### config.mk
export PLATFORM = sky130hd
export DESIGN_NAME = pipe_controller_flat
export DESIGN_NICKNAME = d
export VERILOG_FILES = /design/src/rtl/pipe_controller_if.sv /design/src/rtl/pipe_controller.sv /design/src/flat_wrapper.sv
export SDC_FILE = /design/constraint.sdc
export NUM_CORES = 1
export LEC_CHECK = 0
export BUFFER_PORTS_ARGS = -buffer_cell sky130_fd_sc_hd__buf_4
export CORE_MARGIN = 2
export CORE_UTILIZATION = 35
export DETAILED_ROUTE_END_ITERATION = 6
export PLACE_DENSITY_LB_ADDON = 0.2
export SLEW_MARGIN = 20
export SYNTH_ARGS = -nofsm -noshare
export SYNTH_HDL_FRONTEND = slang
export SYNTH_SLANG_ARGS = --single-unit
### constraint.sdc
create_clock -name clk -period 1.7 [get_ports clk]
set_clock_uncertainty 0.15 [all_clocks]
set_input_delay 0.085 -clock clk [delete_from_list [all_inputs] [get_ports clk]]
set_output_delay 0.085 -clock clk [all_outputs]
set_load 0.05 [all_outputs]
### src/rtl/pipe_controller_if.sv
// Decode-field and control-bundle bus between the datapath and the pipeline controller.
// master = datapath (drives ID decode fields and the EX redirect); slave = controller.
interface pipe_controller_if #(
  parameter int REG_AW = 5
);
  // ID-stage decode fields and EX redirect, from the datapath
  logic [6:0]        id_op;
  logic [2:0]        id_funct3;
  logic              id_funct7;
  logic [REG_AW-1:0] id_rs1;
  logic [REG_AW-1:0] id_rs2;
  logic [REG_AW-1:0] id_rd;
  logic              ex_pc_src;

  // stage controls back to the datapath
  logic [2:0]        id_imm_src;
  logic [2:0]        ex_alu_ctrl;
  logic              ex_alu_src;
  logic              ex_unsigned;
  logic              ex_lui;
  logic [1:0]        ex_branch;
  logic [1:0]        ex_jump;
  logic              mem_mem_write;
  logic              wb_reg_write;
  logic [1:0]        wb_result_src;
  logic [REG_AW-1:0] wb_rd;

  // forwarding selects and hazard controls
  logic [1:0]        fwd_a;
  logic [1:0]        fwd_b;
  logic              stall_f;
  logic              stall_d;
  logic              flush_d;
  logic              flush_e;

  modport master (
    output id_op, id_funct3, id_funct7, id_rs1, id_rs2, id_rd, ex_pc_src,
    input  id_imm_src, ex_alu_ctrl, ex_alu_src, ex_unsigned, ex_lui, ex_branch, ex_jump,
           mem_mem_write, wb_reg_write, wb_result_src, wb_rd,
           fwd_a, fwd_b, stall_f, stall_d, flush_d, flush_e
  );

  modport slave (
    input  id_op, id_funct3, id_funct7, id_rs1, id_rs2, id_rd, ex_pc_src,
    output id_imm_src, ex_alu_ctrl, ex_alu_src, ex_unsigned, ex_lui, ex_branch, ex_jump,
           mem_mem_write, wb_reg_write, wb_result_src, wb_rd,
           fwd_a, fwd_b, stall_f, stall_d, flush_d, flush_e
  );
endinterface

### src/rtl/pipe_controller.sv
// Pipeline controller: decodes the ID-stage instruction, carries its control
// bundle through ID/EX, EX/MEM and MEM/WB, and resolves RAW and control hazards
// with EX forwarding (FWD_EN=1) or pure stalling (FWD_EN=0).
module pipe_controller #(
  parameter int REG_AW = 5,
  parameter bit FWD_EN = 1'b1
) (
  input  logic            clk,
  input  logic            rst_n,
  pipe_controller_if.slave pc
);

  typedef struct packed {
    logic       reg_write;
    logic [1:0] result_src;   // 00 ALU, 01 load data, 10 pc+4
    logic       mem_write;
    logic [1:0] jump;         // 01 jal, 10 jalr
    logic [1:0] branch;       // 01 eq/ne compare, 10 lt/ge compare
    logic [2:0] alu_ctrl;
    logic       alu_src;
    logic       is_unsigned;
    logic       lui;
  } ctrl_t;

  ctrl_t             dec;
  logic [2:0]        imm_src;
  logic [1:0]        alu_op;
  logic              is_br;

  ctrl_t             ex_c;
  logic [REG_AW-1:0] ex_rs1, ex_rs2, ex_rd;
  logic              mem_rw, mem_mw;
  logic [1:0]        mem_rs;
  logic [REG_AW-1:0] mem_rd;
  logic              wb_rw;
  logic [1:0]        wb_rs;
  logic [REG_AW-1:0] wb_rd_q;

  logic              hit_ex, hit_mem, hit_wb, hazard;

  // main, ALU, unsigned and branch decoders for the ID-stage instruction
  always_comb begin
    dec     = '0;
    imm_src = 3'b000;
    alu_op  = 2'b00;
    is_br   = 1'b0;
    case (pc.id_op)
      7'b0000011: begin dec.reg_write = 1'b1; dec.alu_src = 1'b1; dec.result_src = 2'b01; end
      7'b0100011: begin imm_src = 3'b001; dec.alu_src = 1'b1; dec.mem_write = 1'b1; end
      7'b0110011: begin dec.reg_write = 1'b1; alu_op = 2'b10; end
      7'b0010011: begin dec.reg_write = 1'b1; dec.alu_src = 1'b1; alu_op = 2'b10; end
      7'b1100011: begin imm_src = 3'b010; alu_op = 2'b01; is_br = 1'b1; end
      7'b1101111: begin imm_src = 3'b011; dec.reg_write = 1'b1; dec.result_src = 2'b10; dec.jump = 2'b01; end
      7'b1100111: begin dec.reg_write = 1'b1; dec.alu_src = 1'b1; dec.result_src = 2'b10; dec.jump = 2'b10; end
      7'b0110111: begin imm_src = 3'b100; dec.reg_write = 1'b1; dec.alu_src = 1'b1; dec.lui = 1'b1; end
      default: ;
    endcase
    case (alu_op)
      2'b01: dec.alu_ctrl = 3'b001;
      2'b10: begin
        case (pc.id_funct3)
          3'b000:  dec.alu_ctrl = (pc.id_op[5] & pc.id_funct7) ? 3'b001 : 3'b000;
          3'b001:  dec.alu_ctrl = 3'b110;
          3'b010,
          3'b011:  dec.alu_ctrl = 3'b101;
          3'b100:  dec.alu_ctrl = 3'b100;
          3'b101:  dec.alu_ctrl = 3'b111;
          3'b110:  dec.alu_ctrl = 3'b011;
          default: dec.alu_ctrl = 3'b010;
        endcase
      end
      default: dec.alu_ctrl = 3'b000;
    endcase
    dec.is_unsigned = ((alu_op == 2'b10) && (pc.id_funct3 == 3'b011)) ||
                      (is_br && (pc.id_funct3[2:1] == 2'b11));
    dec.branch      = is_br ? (pc.id_funct3[2] ? 2'b10 : 2'b01) : 2'b00;
  end

  // RAW detection against the ID sources; x0 never matches
  always_comb begin
    hit_ex  = (ex_rd   != '0) && ((ex_rd   == pc.id_rs1) || (ex_rd   == pc.id_rs2));
    hit_mem = (mem_rd  != '0) && ((mem_rd  == pc.id_rs1) || (mem_rd  == pc.id_rs2));
    hit_wb  = (wb_rd_q != '0) && ((wb_rd_q == pc.id_rs1) || (wb_rd_q == pc.id_rs2));
    if (FWD_EN)
      hazard = (ex_c.result_src == 2'b01) && hit_ex;
    else
      hazard = (ex_c.reg_write & hit_ex) | (mem_rw & hit_mem) | (wb_rw & hit_wb);
  end

  // a redirect squashes the stalled instruction anyway, so it overrides the stall
  assign pc.stall_f = hazard & ~pc.ex_pc_src;
  assign pc.stall_d = hazard & ~pc.ex_pc_src;
  assign pc.flush_d = pc.ex_pc_src;
  assign pc.flush_e = hazard | pc.ex_pc_src;

  // ID/EX takes a bubble on flush_e; EX/MEM and MEM/WB always advance
  always_ff @(posedge clk or negedge rst_n) begin
    if (!rst_n) begin
      ex_c    <= '0;
      ex_rs1  <= '0;
      ex_rs2  <= '0;
      ex_rd   <= '0;
      mem_rw  <= 1'b0;
      mem_mw  <= 1'b0;
      mem_rs  <= 2'b00;
      mem_rd  <= '0;
      wb_rw   <= 1'b0;
      wb_rs   <= 2'b00;
      wb_rd_q <= '0;
    end else begin
      ex_c    <= pc.flush_e ? '0 : dec;
      ex_rs1  <= pc.flush_e ? '0 : pc.id_rs1;
      ex_rs2  <= pc.flush_e ? '0 : pc.id_rs2;
      ex_rd   <= pc.flush_e ? '0 : pc.id_rd;
      mem_rw  <= ex_c.reg_write;
      mem_mw  <= ex_c.mem_write;
      mem_rs  <= ex_c.result_src;
      mem_rd  <= ex_rd;
      wb_rw   <= mem_rw;
      wb_rs   <= mem_rs;
      wb_rd_q <= mem_rd;
    end
  end

  // EX operand select: MEM result beats WB result
  always_comb begin
    pc.fwd_a = 2'b00;
    pc.fwd_b = 2'b00;
    if (FWD_EN) begin
      if (mem_rw && (mem_rd != '0) && (mem_rd == ex_rs1))       pc.fwd_a = 2'b10;
      else if (wb_rw && (wb_rd_q != '0) && (wb_rd_q == ex_rs1)) pc.fwd_a = 2'b01;
      if (mem_rw && (mem_rd != '0) && (mem_rd == ex_rs2))       pc.fwd_b = 2'b10;
      else if (wb_rw && (wb_rd_q != '0) && (wb_rd_q == ex_rs2)) pc.fwd_b = 2'b01;
    end
  end

  assign pc.id_imm_src    = imm_src;
  assign pc.ex_alu_ctrl   = ex_c.alu_ctrl;
  assign pc.ex_alu_src    = ex_c.alu_src;
  assign pc.ex_unsigned   = ex_c.is_unsigned;
  assign pc.ex_lui        = ex_c.lui;
  assign pc.ex_branch     = ex_c.branch;
  assign pc.ex_jump       = ex_c.jump;
  assign pc.mem_mem_write = mem_mw;
  assign pc.wb_reg_write  = wb_rw;
  assign pc.wb_result_src = wb_rs;
  assign pc.wb_rd         = wb_rd_q;

endmodule

### src/flat_wrapper.sv
// flat-port wrapper written by rule: the top's interface ports become plain ports
module pipe_controller_flat 
#(
  parameter int REG_AW = 5,
  parameter bit FWD_EN = 1'b1
)
  (clk, rst_n, pc_id_op, pc_id_funct3, pc_id_funct7, pc_id_rs1, pc_id_rs2, pc_id_rd, pc_ex_pc_src, pc_id_imm_src, pc_ex_alu_ctrl, pc_ex_alu_src, pc_ex_unsigned, pc_ex_lui, pc_ex_branch, pc_ex_jump, pc_mem_mem_write, pc_wb_reg_write, pc_wb_result_src, pc_wb_rd, pc_fwd_a, pc_fwd_b, pc_stall_f, pc_stall_d, pc_flush_d, pc_flush_e);
  pipe_controller_if #(.REG_AW(REG_AW)) pc_i ();
  input  logic clk;
  input  logic rst_n;
  input wire logic [$bits(pc_i.id_op)-1:0] pc_id_op;
  input wire logic [$bits(pc_i.id_funct3)-1:0] pc_id_funct3;
  input wire logic [$bits(pc_i.id_funct7)-1:0] pc_id_funct7;
  input wire logic [$bits(pc_i.id_rs1)-1:0] pc_id_rs1;
  input wire logic [$bits(pc_i.id_rs2)-1:0] pc_id_rs2;
  input wire logic [$bits(pc_i.id_rd)-1:0] pc_id_rd;
  input wire logic [$bits(pc_i.ex_pc_src)-1:0] pc_ex_pc_src;
  output wire logic [$bits(pc_i.id_imm_src)-1:0] pc_id_imm_src;
  output wire logic [$bits(pc_i.ex_alu_ctrl)-1:0] pc_ex_alu_ctrl;
  output wire logic [$bits(pc_i.ex_alu_src)-1:0] pc_ex_alu_src;
  output wire logic [$bits(pc_i.ex_unsigned)-1:0] pc_ex_unsigned;
  output wire logic [$bits(pc_i.ex_lui)-1:0] pc_ex_lui;
  output wire logic [$bits(pc_i.ex_branch)-1:0] pc_ex_branch;
  output wire logic [$bits(pc_i.ex_jump)-1:0] pc_ex_jump;
  output wire logic [$bits(pc_i.mem_mem_write)-1:0] pc_mem_mem_write;
  output wire logic [$bits(pc_i.wb_reg_write)-1:0] pc_wb_reg_write;
  output wire logic [$bits(pc_i.wb_result_src)-1:0] pc_wb_result_src;
  output wire logic [$bits(pc_i.wb_rd)-1:0] pc_wb_rd;
  output wire logic [$bits(pc_i.fwd_a)-1:0] pc_fwd_a;
  output wire logic [$bits(pc_i.fwd_b)-1:0] pc_fwd_b;
  output wire logic [$bits(pc_i.stall_f)-1:0] pc_stall_f;
  output wire logic [$bits(pc_i.stall_d)-1:0] pc_stall_d;
  output wire logic [$bits(pc_i.flush_d)-1:0] pc_flush_d;
  output wire logic [$bits(pc_i.flush_e)-1:0] pc_flush_e;
  assign pc_i.id_op = pc_id_op;
  assign pc_i.id_funct3 = pc_id_funct3;
  assign pc_i.id_funct7 = pc_id_funct7;
  assign pc_i.id_rs1 = pc_id_rs1;
  assign pc_i.id_rs2 = pc_id_rs2;
  assign pc_i.id_rd = pc_id_rd;
  assign pc_i.ex_pc_src = pc_ex_pc_src;
  assign pc_id_imm_src = pc_i.id_imm_src;
  assign pc_ex_alu_ctrl = pc_i.ex_alu_ctrl;
  assign pc_ex_alu_src = pc_i.ex_alu_src;
  assign pc_ex_unsigned = pc_i.ex_unsigned;
  assign pc_ex_lui = pc_i.ex_lui;
  assign pc_ex_branch = pc_i.ex_branch;
  assign pc_ex_jump = pc_i.ex_jump;
  assign pc_mem_mem_write = pc_i.mem_mem_write;
  assign pc_wb_reg_write = pc_i.wb_reg_write;
  assign pc_wb_result_src = pc_i.wb_result_src;
  assign pc_wb_rd = pc_i.wb_rd;
  assign pc_fwd_a = pc_i.fwd_a;
  assign pc_fwd_b = pc_i.fwd_b;
  assign pc_stall_f = pc_i.stall_f;
  assign pc_stall_d = pc_i.stall_d;
  assign pc_flush_d = pc_i.flush_d;
  assign pc_flush_e = pc_i.flush_e;
  pipe_controller #(.REG_AW(REG_AW), .FWD_EN(FWD_EN)) u_core (.clk(clk), .rst_n(rst_n), .pc(pc_i));
endmodule
==> impl_metrics.csv, run 1 <==
group,metric,value,unit
synthesis,synth_top_area_share,50.9,%
synthesis,syn-num-nets,241,
synthesis,synth_area,2260,um^2
sta,max_freq,0.462,GHz
clocking,h-tree-depth,2,
place,portBuffers,58,
clocking,cts_buffers,5,
grt,grt_usage,17.5,%
worst_hold_path,whs_path_depth,4,
route,viasPerCell,4.87,
synthesis,synthAdderAreaFrac,1.11,%
flow_run,max_cap_violations,0,
route,antenna_left,0,
route,drtIter0Drc,70,
sta,tightest_slew,574,ps
route,dr.pass1.iters,4,
status,violations,"setup timing",
clocking,cts.sinks,46,
place,numPlacedInstances,355,
setup_path,rrSetupSlack,-220,ps
sta,hold_violations,0,
sta,timing.hold.ws,29.8,ps
place,hpwlAfterDp,4.05,mm
setup_path,ff2ff_path_depth,6,
floorplan,fp-row-count,29,
status,status,"finished with violations",
synthesis,synthMuxAreaShare,0,%
worst_hold_path,hp-start,"pc_id_op[3]",
floorplan,num_io_pins,59,
synthesis,avgSynthCellArea,10.8,um^2
synthesis,ys_seq_area_share,50.9,%
clocking,clock_latency,300,ps
synthesis,synth_seq_cells,46,
route,wirelength,6.06,mm
floorplan,die_width,84.4,um
route,wl_per_cell,15.4,um
sta,worst_slack,-466,ps
power,total_power,2540,uW
synthesis,synthSimpleGateAreaFrac,16.2,%
setup_path,cp_max_fo,2,
final_layout,drive_above_1_share,58.0,%
sta,period_share,127,%
final_layout,synthToLayoutAreaGrowth,76.0,%
floorplan,dieArea,7120,um^2
synthesis,post_synth_main_area_contributors,"dfrtp_1 (51%), xnor2_1 (6.6%), xor2_1 (5.8%)",
power,leakage,0.00174,uW
floorplan,core-area,6310,um^2
sta,relSlewSlack,61.8,%
clocking,cts_tree,"done",
synthesis,synth_top_family_by_area,"simple AND/OR/NAND/NOR gates",
sta,drv_slew,0,
grt,grt_overflow,0,
grt,grt_first_pass_wirelength,9.79,mm
sta,post-route-min-period,2170,ps
worst_hold_path,hold_class,"primary input to flip-flop",
setup_path,worstSetupStartpoint,"u_core.ex_rs2[4]$_DFF_PN0_",
clocking,cts.path.max_buffers,2,
synthesis,synthXorXnorAreaFrac,12.4,%
setup_path,end_kind,"output port",
setup_path,cp-start-kind,"flip-flop",
sta,rsz0062_at_grt,"yes",
setup_path,critPathRequiredTime,1460,ps
final_layout,fin_nets,347,
synthesis,yosysWarnings,0,
route,num_vias,1917,
setup_path,reg2reg_from,"u_core.ex_rd[4]$_DFF_PN0_",
sta,finalSetupViolations,36,
place,post-place-ws,-261,ps
synthesis,syn_inst,210,
setup_path,critPathKind,"flip-flop to output port",
setup_path,worst_ep_arrival_time,1930,ps
synthesis,yosys.area.top_type,"dfrtp_1",
setup_path,r2r_end,"u_core.pc.ex_branch[0]$_DFF_PN0_",
floorplan,start_util,35.8,%
clocking,clock-root-buffer,"clkbuf_8",
worst_hold_path,worstHoldEndpoint,"u_core.ex_c[11]$_DFF_PN0_",
synthesis,synth_compound_area_share,12.8,%
place,routabilityCongestion,0.788,
grt,grt_max_degree,47,
power,ir_drop,0.305,mV
synthesis,synth_cell_types,35,
grt,first_global_vias,1981,
grt,grt_antenna_before_repair,0,
floorplan,die_h,84.4,um
clocking,cts.clk_slew.worst_paths,80,ps
route,drc,0,
power,power_density,637,nW/um^2
final_layout,final_cells,394,
final_layout,antenna_cells,0,
==> how the worst max path moves through the flow <==
stage                                           end  slack [ps]
after CTS                               pc_fwd_b[0]        -460
after global placement    u_core.ex_c[13]$_DFF_PN0_        -160
after global routing                    pc_fwd_b[0]        -560
after floorplan                         pc_fwd_b[0]        -450
after detailed placement  u_core.ex_c[13]$_DFF_PN0_        -260
final                                   pc_fwd_b[0]        -470
==> Yosys cell counts (all sizes together) <==
cell type	count
dfrtp	46
a21oi	23
buf	19
nand2b	19
xnor2	17
xor2	15
nand2	12
or4	9
nor4	7
a2111oi	6
inv	4
nand3	4
o21ai	4
clkbuf	3
a211oi	2
a31oi	2
ha	2
nand3b	2
nor2	2
nor3	2
o22ai	2
a21o	1
a311o	1
and2	1
and3b	1
nand4	1
nor3b	1
o21a	1
or3	1
==> kinds of logic after synthesis <==
group,after synthesis
AND/OR/NAND/NOR,62
flip-flops,46
AO/OA/AOI/OAI,42
XOR/XNOR,32
buffers and inverters,26
adder cells (fa/ha/maj),2
==> worst max-delay path, stage by stage, from the launching register on <==
cell     delay, ps
dfrtp_1        420
xor2_1         180
or4_4          540
nor4_4         300
buf_6          190
==> flip-flops by register name, indices dropped and copies added (netlist names) <==
name and cells:
u_core.ex_rd 5, u_core.ex_rs1 5, u_core.ex_rs2 5, u_core.mem_rd 5
u_core.pc.wb_rd 5, u_core.ex_c 4, u_core.pc.ex_alu_ctrl 3, u_core.mem_rs 2
u_core.pc.ex_branch 2, u_core.pc.ex_jump 2, u_core.pc.wb_result_src 2, u_core.mem_rw 1
u_core.pc.ex_alu_src 1, u_core.pc.ex_lui 1, u_core.pc.ex_unsigned 1, u_core.pc.mem_mem_write 1
u_core.pc.wb_reg_write 1
==> metal layers <==
layer  part of all wire (%)  GRT usage, %  wire (um)
met4                    2.0          6.78        120
met5                      0             0          0
met2                     54          31.2       3270
met1                     40          21.3       2430
met3                    3.9          2.65        236
==> power breakdown <==
group          internal [uW]  switching (uW)
logic                    294             287
registers               1130            32.8
clock network            438             357
==> repair_timing <==
action / in CTS / in global routing
setup buffers: 8 / 11
endpoints found under the setup margin: 36 / 36
gates cloned: 2 / 0
hold buffers: 17 / 0
pin swaps: 23 / 15
endpoints found under the hold margin: 63 / 0
resized for setup: 68 / 14
==> through the flow <==
stage	TNS, ps	utilization (%)	cell area [um^2]
final	-6480	63.1	3980
after global routing	-8610	63.1	3980
after detailed placement	-3740	50.1	3160
after floorplan	-1990	-	2540
after CTS	-4780	61.3	3870
after global placement	-2710	50.1	3160
==> placed cells by master, fill, tap and decap left out, types with 7 or more instances in the layout <==
| cell | netlist | routed |
|---|---|---|
| dfrtp_2 | 0 | 7 |
| buf_12 | 0 | 9 |
| nand2b_1 | 19 | 19 |
| xnor2_2 | 0 | 12 |
| buf_4 | 9 | 74 |
| dlygate4sd3_1 | 0 | 17 |
| a21oi_2 | 0 | 19 |
| nand2_1 | 12 | 10 |
| buf_6 | 1 | 20 |
| xor2_1 | 15 | 15 |
| dfrtp_1 | 46 | 39 |
==> area by class of cell <==
cell class	count	area, um^2
clock buffers	6	72.6
clock inverters	2	37.5
fillers	505	2330
inverters	4	15.0
multi-input cells	138	1440
flip-flops and latches	46	1160
well taps	77	96.3
repair buffers	121	1160
Power figures use the tool's default switching activity.
==> run 2: changes to the inputs <==
Settings changed: SLEW_MARGIN 20 to unset.
Clock period 1.7 ns to 1.8 ns, I/O delays scaled along.
==> impl_metrics.csv, run 2 (synthesized netlist as in run 1, its figures left out) <==
group,metric,value,unit
sta,post-route-min-period,2180,ps
place,placed_area,3020,um^2
setup_path,cp_top_family,"simple AND/OR/NAND/NOR gates",
floorplan,fp-row-count,29,
final_layout,final_cells,395,
power,power.switching,598,uW
sta,finalSetupViolations,33,
route,viasPerCell,4.88,
grt,grt_first_pass_wirelength,8.86,mm
final_layout,antenna_cells,0,
status,status,"finished with violations",
setup_path,worst_ep_arrival_time,1940,ps
final_layout,design_area,3900,um^2
clocking,clock_latency,290,ps
place,routabilityCongestion,0.793,
route,wirelength,5.75,mm
setup_path,path_buf_inv,1,
route,wl_per_cell,14.6,um
route,drc,0,
grt,grt_max_degree,47,
sta,hold_violations,0,
final_layout,final_cell_mix,"buf_4 (79), dfrtp_1 (40), buf_6 (21)",
final_layout,fin_nets,349,
power,ir_drop,0.411,mV
power,clkPwrFrac,32.2,%
place,portBuffers,58,
clocking,clock-root-buffer,"clkbuf_8",
clocking,cts_tree,"done",
sta,relSlewSlack,62.3,%
clocking,h-tree-depth,2,
power,power_frac_seq,46.5,%
setup_path,critPathKind,"flip-flop to output port",
place,post-place-ws,-321,ps
sta,max_freq,0.458,GHz
route,antenna_left,0,
route,dr.pass1.iters,4,
grt,grt_overflow,0,
setup_path,cp_slowest_cell,"or4_4",
clocking,cts.sinks,46,
route,drtIter0Drc,78,
grt,grt_antenna_before_repair,0,
clocking,cts.clk_slew.worst_paths,80,ps
status,violations,"setup timing",
setup_path,critPathMostFrequentCell,"nor4_4",
setup_path,slowest_delay,550,ps
final_layout,synthToLayoutAreaGrowth,72.3,%
floorplan,num_io_pins,59,
grt,first_global_vias,1897,
sta,fin_tns_setup,-4110,ps
clocking,cts_buffers,5,
final_layout,drive_above_1_share,56.9,%
sta,period_share,121,%
setup_path,end_kind,"output port",
power,switching_share,25.4,%
final_layout,layout_commonest_cell,"buf_4",
clocking,cts.path.max_buffers,2,
floorplan,die_width,84.4,um
power,comb_power_share,21.3,%
place,hpwlAfterDp,3.67,mm
setup_path,cp_cell_sequence,"or4_4 > o21ai_4 > nor4_4 > nor4_4 > buf_6",
setup_path,cp_max_fo,2,
setup_path,cp-start-kind,"flip-flop",
sta,rsz0062_at_grt,"yes",
power,power_density,603,nW/um^2
floorplan,core-area,6310,um^2
grt,grt_usage,15.3,%
power,leakage,0.00174,uW
floorplan,dieArea,7120,um^2
worst_hold_path,hold_class,"primary input to flip-flop",
sta,worst_slack,-384,ps
floorplan,die_h,84.4,um
place,numPlacedInstances,358,
sta,drv_slew,0,
route,num_vias,1928,
power,total_power,2350,uW
setup_path,critPathRequiredTime,1560,ps
final_layout,nFillCells,491,
floorplan,start_util,35.8,%
flow_run,max_cap_violations,0,
power,internal_power,1750,uW
sta,tightest_slew,566,ps
==> run 2: worst min-delay path, stage by stage <==
cell and delay (ps):
buf_4 120, or4_4 150, a2111oi_4 50
==> run 2: what timing repair did <==
item	in CTS	in global routing
buffers inserted	11	3
setup endpoints to repair	36	35
hold endpoints to repair	63	0
pin swaps	26	21
gates resized for setup	60	36
hold buffers	17	0
gates cloned	0	1
==> run 2: layer usage <==
layer / vias up / share of wire (%) / GRT usage, %
met5: - / 0 / 0
met4: 0 / 1.4 / 3.90
met3: 6 / 3.6 / 2.75
met2: 47 / 53 / 26.6
met1: 931 / 42 / 20.0
li1: 944 / - / -
==> run 2: worst paths after layout <==
check	startpoint	end	slack [ps]	depth (start not counted)
worst max-delay path	u_core.mem_rd[0]$_DFF_PN0_	pc_fwd_a[0]	-380	5
worst min-delay path	pc_id_op[6]	u_core.ex_c[10]$_DFF_PN0_	20	3
worst max register to register	u_core.ex_rd[0]$_DFF_PN0_	u_core.pc.ex_branch[0]$_DFF_PN0_	-190	6
worst min register to register	u_core.mem_rs[0]$_DFF_PN0_	u_core.pc.wb_result_src[0]$_DFF_PN0_	210	0
max in group asynchronous	rst_n	u_core.pc.wb_rd[2]$_DFF_PN0_	910	2
min in group asynchronous	rst_n	u_core.pc.ex_unsigned$_DFF_PN0_	170	2
==> run 2: area by class of cell <==
type / instances / area (um^2) / area share, %
Clock buffer: 6 / 82.6 / 2.12
Clock inverter: 1 / 30.0 / 0.770
Inverter: 4 / 15.0 / 0.385
Multi-Input combinational cell: 138 / 1410 / 36.1
Sequential cell: 46 / 1160 / 29.7
Tap cell: 77 / 96.3 / 2.47
Timing Repair Buffer: 123 / 1110 / 28.5
==> run 2: power by group through the flow <==
stage	Clock [uW]	Sequential, uW	Combinational [uW]
finish	756	1090	502
global placement	0	1110	364
global route	813	1100	537
floorplan	0	1140	164
CTS	772	1090	457
detailed placement	0	1110	366
==> run 2: through the flow <==
step           hold slack (ps)  util [%]
2_1_floorplan             -356         -
3_3_place_gp             -30.4      47.8
3_5_place_dp             -32.7      47.8
4_1_cts                   12.4      58.2
5_1_grt                   25.2      61.8
6_report                  15.2      61.8
==> run 3: changes to the inputs <==
Settings changed: ABC_AREA set to 1.
Clock period 1.8 ns to 2.65 ns, I/O delays scaled along.
==> impl_metrics.csv, run 3 <==
group,metric,value,unit
power,ir_drop,0.248,mV
place,hpwlAfterDp,3.26,mm
final_layout,final_cell_mix,"buf_4 (58), nand2_1 (46), dfrtp_1 (46)",
route,wirelength,4.31,mm
grt,grt_use_met3,3.17,%
synthesis,synth_cell_types,23,
final_layout,layout_commonest_cell,"buf_4",
synthesis,yosysWarnings,0,
synthesis,ys_seq_area_share,52.1,%
route,dr.pass1.iters,7,
grt,grt_usage,13.1,%
synthesis,synth_seq_cells,46,
sta,post-route-min-period,2190,ps
floorplan,num_io_pins,59,
final_layout,utilization,48.7,%
grt,met1_usage,16.8,%
floorplan,start_util,36.7,%
clocking,cts_tree,"done",
clocking,clock-root-buffer,"clkbuf_8",
sta,finalSetupViolations,0,
setup_path,cp_max_fo,30,
setup_path,end_kind,"output port",
setup_path,critPathKind,"primary input to output port",
synthesis,async_reset_ff_share,100,%
power,power_density,494,nW/um^2
clocking,cts.path.max_buffers,2,
place,portBuffers,58,
synthesis,synth_top_area_share,52.1,%
sta,period_share,82.5,%
grt,grt_use_met2,21.6,%
synthesis,synthTopCellsByCount,"dfrtp_1 (46), nand2_1 (46), inv_1 (39), nor2_1 (37), xnor2_1 (14)",
flow_run,max_cap_violations,0,
sta,relSlewSlack,63.3,%
final_layout,drive_above_1_share,25.8,%
route,antenna_left,0,
grt,busiest_layer,"met2",
grt,grt_max_degree,47,
worst_hold_path,hold_class,"primary input to flip-flop",
synthesis,post_synth_main_area_contributors,"dfrtp_1 (52%), nand2_1 (7.8%), inv_1 (6.6%)",
final_layout,fin_nets,352,
setup_path,worst_ep_arrival_time,1900,ps
synthesis,avgSynthCellArea,8.88,um^2
final_layout,nFillCells,600,
clocking,clock_latency,290,ps
route,drtIter0Drc,55,
sta,drv_slew,0,
sta,max_freq,0.458,GHz
setup_path,worstSetupStartpoint,"pc_id_rs1[4]",
power,leakage,0.00159,uW
floorplan,die_width,83.5,um
place,routabilityCongestion,0.752,
setup_path,reg2reg_from,"u_core.ex_rd[4]$_DFF_PN0_",
grt,first_global_vias,1673,
final_layout,synthToLayoutAreaGrowth,32.6,%
floorplan,die_h,83.5,um
clocking,cts_buffers,5,
grt,grt_overflow,0,
floorplan,dieArea,6970,um^2
floorplan,core-area,6030,um^2
floorplan,fp-row-count,28,
worst_hold_path,hp-start,"pc_id_op[6]",
sta,hold_violations,0,
synthesis,yosys.area.top_type,"dfrtp_1",
synthesis,syn-num-nets,280,
clocking,h-tree-depth,2,
synthesis,synthFlopType,"dfrtp_1",
synthesis,syn_inst,249,
setup_path,cp-start-kind,"primary input",
setup_path,rrSetupSlack,960,ps
grt,grt_antenna_before_repair,0,
synthesis,synth_area,2210,um^2
power,total_power,1450,uW
synthesis,synth_edf_count,0,
sta,tightest_slew,550,ps
grt,grt_first_pass_wirelength,7.42,mm
route,drc,0,
sta,rsz0062_at_grt,"no",
route,wl_per_cell,10.9,um
route,num_vias,1700,
clocking,cts.clk_slew.worst_paths,80,ps
sta,fin_tns_setup,0,ps
setup_path,critPathRequiredTime,2370,ps
route,viasPerCell,4.28,
final_layout,antenna_cells,0,
clocking,cts.sinks,46,
status,status,"finished, final reports clean",
clocking,ctsResizeCount,0,
run 3: changes by cell type after synthesis, moves of 13 or more:
| cell | previous run | this run |
|---|---|---|
| nor2_1 | 2 | 37 |
| inv_1 | 4 | 39 |
| nand2_1 | 12 | 46 |
| nand2b_1 | 19 | 0 |
| nor2_2 | 0 | 13 |
| a21oi_1 | 23 | 2 |
run 3: critical path, stage by stage:
cell and delay (ps):
dlygate4sd3_1 530, buf_4 130, nand2_1 60, nand2_1 40, nor2_1 160, nand3_1 100
nand2_1 80, nand2_2 70, nand2_4 310, buf_4 280
run 3: where the power goes:
| group | switching (uW) | total [uW] | internal (uW) |
|---|---|---|---|
| combinational | 111 | 207 | 95.1 |
| sequential | 23.9 | 746 | 723 |
| clock | 214 | 496 | 282 |
run 3: worst paths after layout:
check / cells after the start / endpoint
max: 10 / pc_flush_e
min: 4 / u_core.ex_c[10]$_DFF_PN0_
max reg2reg: 9 / u_core.ex_rs2[4]$_DFF_PN0_
min reg2reg: 0 / u_core.pc.mem_mem_write$_DFF_PN0_
max in group asynchronous: 2 / u_core.ex_rs2[2]$_DFF_PN0_
min in group asynchronous: 2 / u_core.pc.ex_lui$_DFF_PN0_
run 3: logic make-up after synthesis:
group / count (synthesis) / synth area share (%)
AOI/OAI and AO/OA: 6 / 1.53
adders and majority gates: 2 / 1.13
xor gates and xnor gates: 22 / 8.72
buffers and inverters: 52 / 11.5
and+or+nand+nor: 121 / 25.0
DFF: 46 / 52.1
run 3: through the flow:
stage | setup slack, ps | hold WS [ps] | instance area (um^2) | instances
2_1_floorplan | 46.4 | -313 | 2210 | 249
3_3_place_gp | 782 | 22.0 | 2640 | 370
3_5_place_dp | 768 | 22.7 | 2640 | 370
4_1_cts | 435 | 2.15 | 2930 | 397
5_1_grt | 333 | 5.11 | 2930 | 397
6_report | 465 | 20.6 | 2930 | 397
run 3: repair_timing:
item                      in CTS  in global routing
buffers inserted               0                  0
hold buffers                  19                  0
hold endpoints to repair      65                  0
run 3: per-layer routing:
metal	wire, um	vias to the layer above
li1	-	879
met5	0	-
met3	199	6
met2	2090	50
met1	1940	765
met4	74	0
run 3: layout make-up:
cell class | instances | area (um^2) | area share [%]
multi-input cells | 151 | 805 | 27.4
inverters | 40 | 150 | 5.12
clock inverters | 1 | 30.0 | 1.02
flip-flops and latches | 46 | 1150 | 39.3
repair buffers | 77 | 626 | 21.3
clock buffers | 7 | 76.3 | 2.60
well taps | 75 | 93.8 | 3.20
